--- src/rtl/cv32e40p_instr_obi_adapter.sv ---
// cv32e40p_instr_obi_adapter
// Bridges the prefetch controller's trans_valid/ready/addr handshake onto an
// OBI instruction-fetch A channel and forwards R-channel responses unchanged.
// Once req is raised without a grant, the address is captured and replayed
// until granted, which keeps req/addr stable on the bus. Outstanding
// granted-but-unanswered transactions are bounded by MAX_OUTSTANDING.
// Optional macro: CV32E40P_INSTR_OBI_ERR_STICKY_EN adds a sticky bus-error flag.
module cv32e40p_instr_obi_adapter #(
  parameter int unsigned  MAX_OUTSTANDING = 2,
  localparam int unsigned CNT_W           = $clog2(MAX_OUTSTANDING + 1)
) (
  input  logic             clk,
  input  logic             rst_n,
  // Upstream transaction interface (prefetch controller)
  input  logic             trans_valid_i,
  output logic             trans_ready_o,
  input  logic [31:0]      trans_addr_i,
  // OBI A channel
  output logic             obi_req_o,
  input  logic             obi_gnt_i,
  output logic [31:0]      obi_addr_o,
  // OBI R channel
  input  logic             obi_rvalid_i,
  input  logic [31:0]      obi_rdata_i,
  input  logic             obi_err_i,
  // Response toward prefetch controller / fetch FIFO
  output logic             resp_valid_o,
  output logic [31:0]      resp_rdata_o,
  output logic             resp_err_o,
  // Status
  output logic [CNT_W-1:0] outstanding_o,
  input  logic             err_clear_i,
  output logic             err_sticky_o
);

  typedef enum logic {
    TRANSPARENT = 1'b0,
    REGISTERED  = 1'b1
  } state_e;

  localparam logic [CNT_W-1:0] MAX_CNT = CNT_W'(MAX_OUTSTANDING);

  state_e           state_q;
  logic [31:0]      addr_q;
  logic [CNT_W-1:0] cnt_q;
  logic [CNT_W-1:0] cnt_d;
  logic             room;
  logic             cnt_inc;
  logic             cnt_dec;

  // Only registered count feeds room, so rvalid never reaches req/ready combinationally.
  assign room = (cnt_q < MAX_CNT);

  // A-channel and upstream handshake: pass-through when idle, replay captured address when held.
  always_comb begin
    obi_req_o     = trans_valid_i && room;
    obi_addr_o    = trans_addr_i;
    trans_ready_o = room;
    if (state_q == REGISTERED) begin
      obi_req_o     = 1'b1;
      obi_addr_o    = addr_q;
      trans_ready_o = 1'b0;
    end
  end

  // Capture the address of an ungranted request and hold it until the grant arrives.
  always_ff @(posedge clk or negedge rst_n) begin
    if (!rst_n) begin
      state_q <= TRANSPARENT;
      addr_q  <= '0;
    end else begin
      case (state_q)
        TRANSPARENT: begin
          if (obi_req_o && !obi_gnt_i) begin
            addr_q  <= trans_addr_i;
            state_q <= REGISTERED;
          end
        end
        REGISTERED: begin
          if (obi_gnt_i) begin
            state_q <= TRANSPARENT;
          end
        end
        default: state_q <= TRANSPARENT;
      endcase
    end
  end

  // A response arriving with nothing outstanding is ignored so the count never wraps.
  assign cnt_inc = obi_req_o && obi_gnt_i;
  assign cnt_dec = obi_rvalid_i && (cnt_q != '0);

  // Next outstanding count: grant adds one, response removes one, both cancel out.
  always_comb begin
    cnt_d = cnt_q;
    case ({cnt_inc, cnt_dec})
      2'b10:   cnt_d = cnt_q + CNT_W'(1);
      2'b01:   cnt_d = cnt_q - CNT_W'(1);
      default: cnt_d = cnt_q;
    endcase
  end

  // Outstanding transaction counter.
  always_ff @(posedge clk or negedge rst_n) begin
    if (!rst_n) begin
      cnt_q <= '0;
    end else begin
      cnt_q <= cnt_d;
    end
  end

  assign outstanding_o = cnt_q;

  // Responses are forwarded with zero latency; the consumer is always ready.
  assign resp_valid_o = obi_rvalid_i;
  assign resp_rdata_o = obi_rdata_i;
  assign resp_err_o   = obi_rvalid_i && obi_err_i;

`ifdef CV32E40P_INSTR_OBI_ERR_STICKY_EN
  logic err_sticky_q;

  // Sticky error: a new error wins over a clear in the same cycle.
  always_ff @(posedge clk or negedge rst_n) begin
    if (!rst_n) begin
      err_sticky_q <= 1'b0;
    end else if (obi_rvalid_i && obi_err_i) begin
      err_sticky_q <= 1'b1;
    end else if (err_clear_i) begin
      err_sticky_q <= 1'b0;
    end
  end

  assign err_sticky_o = err_sticky_q;
`else
  logic unused_err_clear;

  assign unused_err_clear = err_clear_i;
  assign err_sticky_o     = 1'b0;
`endif

endmodule

--- config.mk ---
export PLATFORM = sky130hd
export DESIGN_NAME = cv32e40p_instr_obi_adapter
export DESIGN_NICKNAME = d
export VERILOG_FILES = /design/src/rtl/cv32e40p_instr_obi_adapter.sv
export SDC_FILE = /design/constraint.sdc
export NUM_CORES = 1
export LEC_CHECK = 0
export ABC_AREA = 1
export CORE_AREA = 10 10 86 88
export CTS_CLUSTER_DIAMETER = 50
export DETAILED_ROUTE_END_ITERATION = 8
export DIE_AREA = 0 0 96 98
export GPL_TIMING_DRIVEN = 0
export PLACE_DENSITY_LB_ADDON = 0.08
export SLEW_MARGIN = 0
export SYNTH_ARGS = -nofsm -noshare
export SYNTH_HDL_FRONTEND = slang
export SYNTH_SLANG_ARGS = --single-unit
--- constraint.sdc ---
create_clock -name clk -period 3.8 [get_ports clk]
set_clock_uncertainty 0.2 [all_clocks]
set_input_delay 0.76 -clock clk [delete_from_list [all_inputs] [get_ports clk]]
set_output_delay 0.76 -clock clk [all_outputs]
set_load 0.05 [all_outputs]
==> impl_metrics.toml <==
[clocking]
cts_setup_buffers = 0
root_buffer = "clkbuf_8"
hold_buffers = 0
htree_levels = 2
cts_buffer_depth = 2
cts_num_sinks = 35
clk_pin_slew_worst_paths_ps = 60
ctsResizeCount = 0
cts_buffers = 5
worstSkewPairLatency_ps = 280
tritoncts = "yes"

[worst_setup_path]
cp-end-kind = "output port"
path_class = "in -> out"
worstPathRequired_ps = 2840
reg2reg_slack_ps = 2010
rr_worst_depth = 9
startpoint = "trans_valid_i"
worstReg2RegStart = "outstanding_o[1]$_DFFE_PN0P_"
startpoint_type = "input port"
arrival_ps = 2440
crit_fanout = 7
r2r-end = "outstanding_o[1]$_DFFE_PN0P_"
crit_path_end = "obi_req_o"

[timing]
setup-violations-final = 0
rsz0062_at_grt = "false"
slew_violations = 0
fin_ws_ps = 401.9
finalCritPeriodShare_pct = 89.42
worst_pin_slew_ps = 782.0
hold_viol = 0
fin_hold_ws_ps = 271.4
final.min_clock_period_ps = 3398
relSlewSlack_pct = 47.87
fmax_ghz = 0.2943
fin_tns_setup_ps = 0

[floorplanning]
dieHeight_um = 98
die_w_um = 96
die_area_sq_mm = 0.009408
core_area_sq_mm = 0.005746
initial_core_util_pct = 38.72
pin_count = 142
rows = 28

[yosys]
ys_ff_latch = 35
synth_cell_types = 17
synth_top_cell_by_area = "dfrtp_1"
yosys.area_share.adder_pct = 0.5624
synth_top_area_share_pct = 39.37
synth_top_family_by_area = "simple AND/OR/NAND/NOR gates"
muxShareOfSynthArea_pct = 0
syn_avg_cell_area_sq_um = 7.246
yosysWarnings = 0
synth_compound_area_share_pct = 0.3375
synthSimpleGateAreaFrac_pct = 39.31
synth-xor-area-share_pct = 0.3937
synth_cells = 307
synth_area_sq_mm = 0.002225
synth.area.top_cells = "dfrtp_1 (39%), nand2_1 (28%), buf_4 (13%), nand4_1 (9.3%), buf_6 (3.5%)"
ys_seq_area_share_pct = 39.37
syn-num-nets = 379

[pwr]
irDropWorstVdd_mv = 0.3475
powerDensity_mw_per_mm2 = 630.3
p_leak_nw = 1.782

[detailed_routing]
drtPass1Iterations = 4
routedWlPerCell_um = 13.95
routed_via_density = 4.540
drt_iter0_markers = 106
drc = 0
routed_wl_um = 6921
num_vias = 2252
ant_nets = 0

[grt]
grt_usage_pct = 14.40
antenna_found_initial = 0
grt_max_degree = 36
overflow = 0
grt_pass1_wl_um = 11130
grt_pass1_vias = 2293

[final_layout]
final_core_util_pct = 60.43
fin_cells = 496
antenna_cells = 0
drive_above_1_share_pct = 14.73
nets = 493
syn2layout_area_growth_pct = 56.07

[place]
dp.cells = 489
place_ws_ps = 390.0
hpwl_um = 5395
gp_congestion = 0.7433
portBuffers = 107

[worst_hold_path]
hold_path.class = "reg -> reg"

[run]
maxCapViolCount = 0

[status]
outcome = "finished, final reports clean"
-- placed cells by master (no fill, tap or decap), types with 3 or more instances in the layout --
cell | Yosys | layout
buf_4 | 39 | 39
clkdlybuf4s50_1 | 0 | 106
nand4_1 | 33 | 33
dfrtp_1 | 35 | 35
clkbuf_1 | 3 | 3
nand2_1 | 166 | 166
inv_1 | 8 | 8
nor2_1 | 3 | 3
clkbuf_8 | 0 | 6
buf_2 | 5 | 6
buf_6 | 7 | 7
-- worst min path at each step --
stage,startpoint,to,slack (ps),cells after the start
detailed placement,addr_q[11]$_DFFE_PN0P_,addr_q[11]$_DFFE_PN0P_,260,2
CTS,addr_q[11]$_DFFE_PN0P_,addr_q[11]$_DFFE_PN0P_,280,2
global placement,addr_q[5]$_DFFE_PN0P_,addr_q[5]$_DFFE_PN0P_,250,2
floorplan,addr_q[21]$_DFFE_PN0P_,addr_q[21]$_DFFE_PN0P_,240,2
global route,addr_q[5]$_DFFE_PN0P_,addr_q[5]$_DFFE_PN0P_,300,2
finish,addr_q[5]$_DFFE_PN0P_,addr_q[5]$_DFFE_PN0P_,270,2
-- worst max-delay path, cell delays in order --
cell	delay, ps
clkdlybuf4s50_1	460
inv_1	60
nor2_4	190
nor2_1	90
inv_1	80
clkdlybuf4s50_1	800
-- cell usage after synthesis --
cell / number
nand2_1: 166
buf_4: 39
dfrtp_1: 35
nand4_1: 33
inv_1: 8
buf_6: 7
buf_2: 5
clkbuf_1: 3
nor2_1: 3
conb_1: 1
ha_1: 1
inv_2: 1
nand3_1: 1
nand3_4: 1
nor2_4: 1
o21a_1: 1
xnor2_1: 1
-- layer usage --
layer / wire [um] / GRT usage [%] / part of all wire [%] / vias up
met5: 0 / 0 / 0 / -
met1: 2791 / 16.06 / 40 / 995
met4: 63 / 3.405 / 0.91 / 0
li1: - / - / - / 1162
met2: 3214 / 24.13 / 46 / 89
met3: 852 / 6.585 / 12 / 6
-- flip-flops by register name, summed over array words and instances (netlist names) --
name           count
addr_q            32
outstanding_o      2
state_q            1
-- cells by family after synthesis --
| group | Yosys count |
|---|---|
| compound gates | 1 |
| xor+xnor | 1 |
| simple gates | 205 |
| buf+inv | 63 |
| other cells | 1 |
| fa+ha+maj | 1 |
| flops | 35 |
-- area by class of cell --
| cell class | instances | area, sq um |
|---|---|---|
| Fill cell | 542 | 2273 |
| Buffer | 54 | 407.9 |
| Inverter | 9 | 33.78 |
| Sequential cell | 35 | 875.8 |
| Clock inverter | 1 | 5.005 |
| Clock buffer | 6 | 82.58 |
| Timing Repair Buffer | 107 | 1066 |
| Tap cell | 75 | 93.84 |
| Multi-Input combinational cell | 209 | 907.1 |
-- report_power, final --
part,internal [W],total [W],switching (W)
clock network,0.000142,0.000271,0.000129
registers,0.000561,0.000667,0.000106
logic,0.000443,0.00125,0.000808
total,0.00115,0.00219,0.00104
-- through the flow --
step / area (sq um) / power [W]
4_1_cts: 3472 / 0.002217
3_3_place_gp: 3390 / 0.001920
5_1_grt: 3472 / 0.002353
2_1_floorplan: 2225 / 0.001528
3_5_place_dp: 3385 / 0.001939
6_report: 3472 / 0.002188
(Power assumes the default switching activity.)
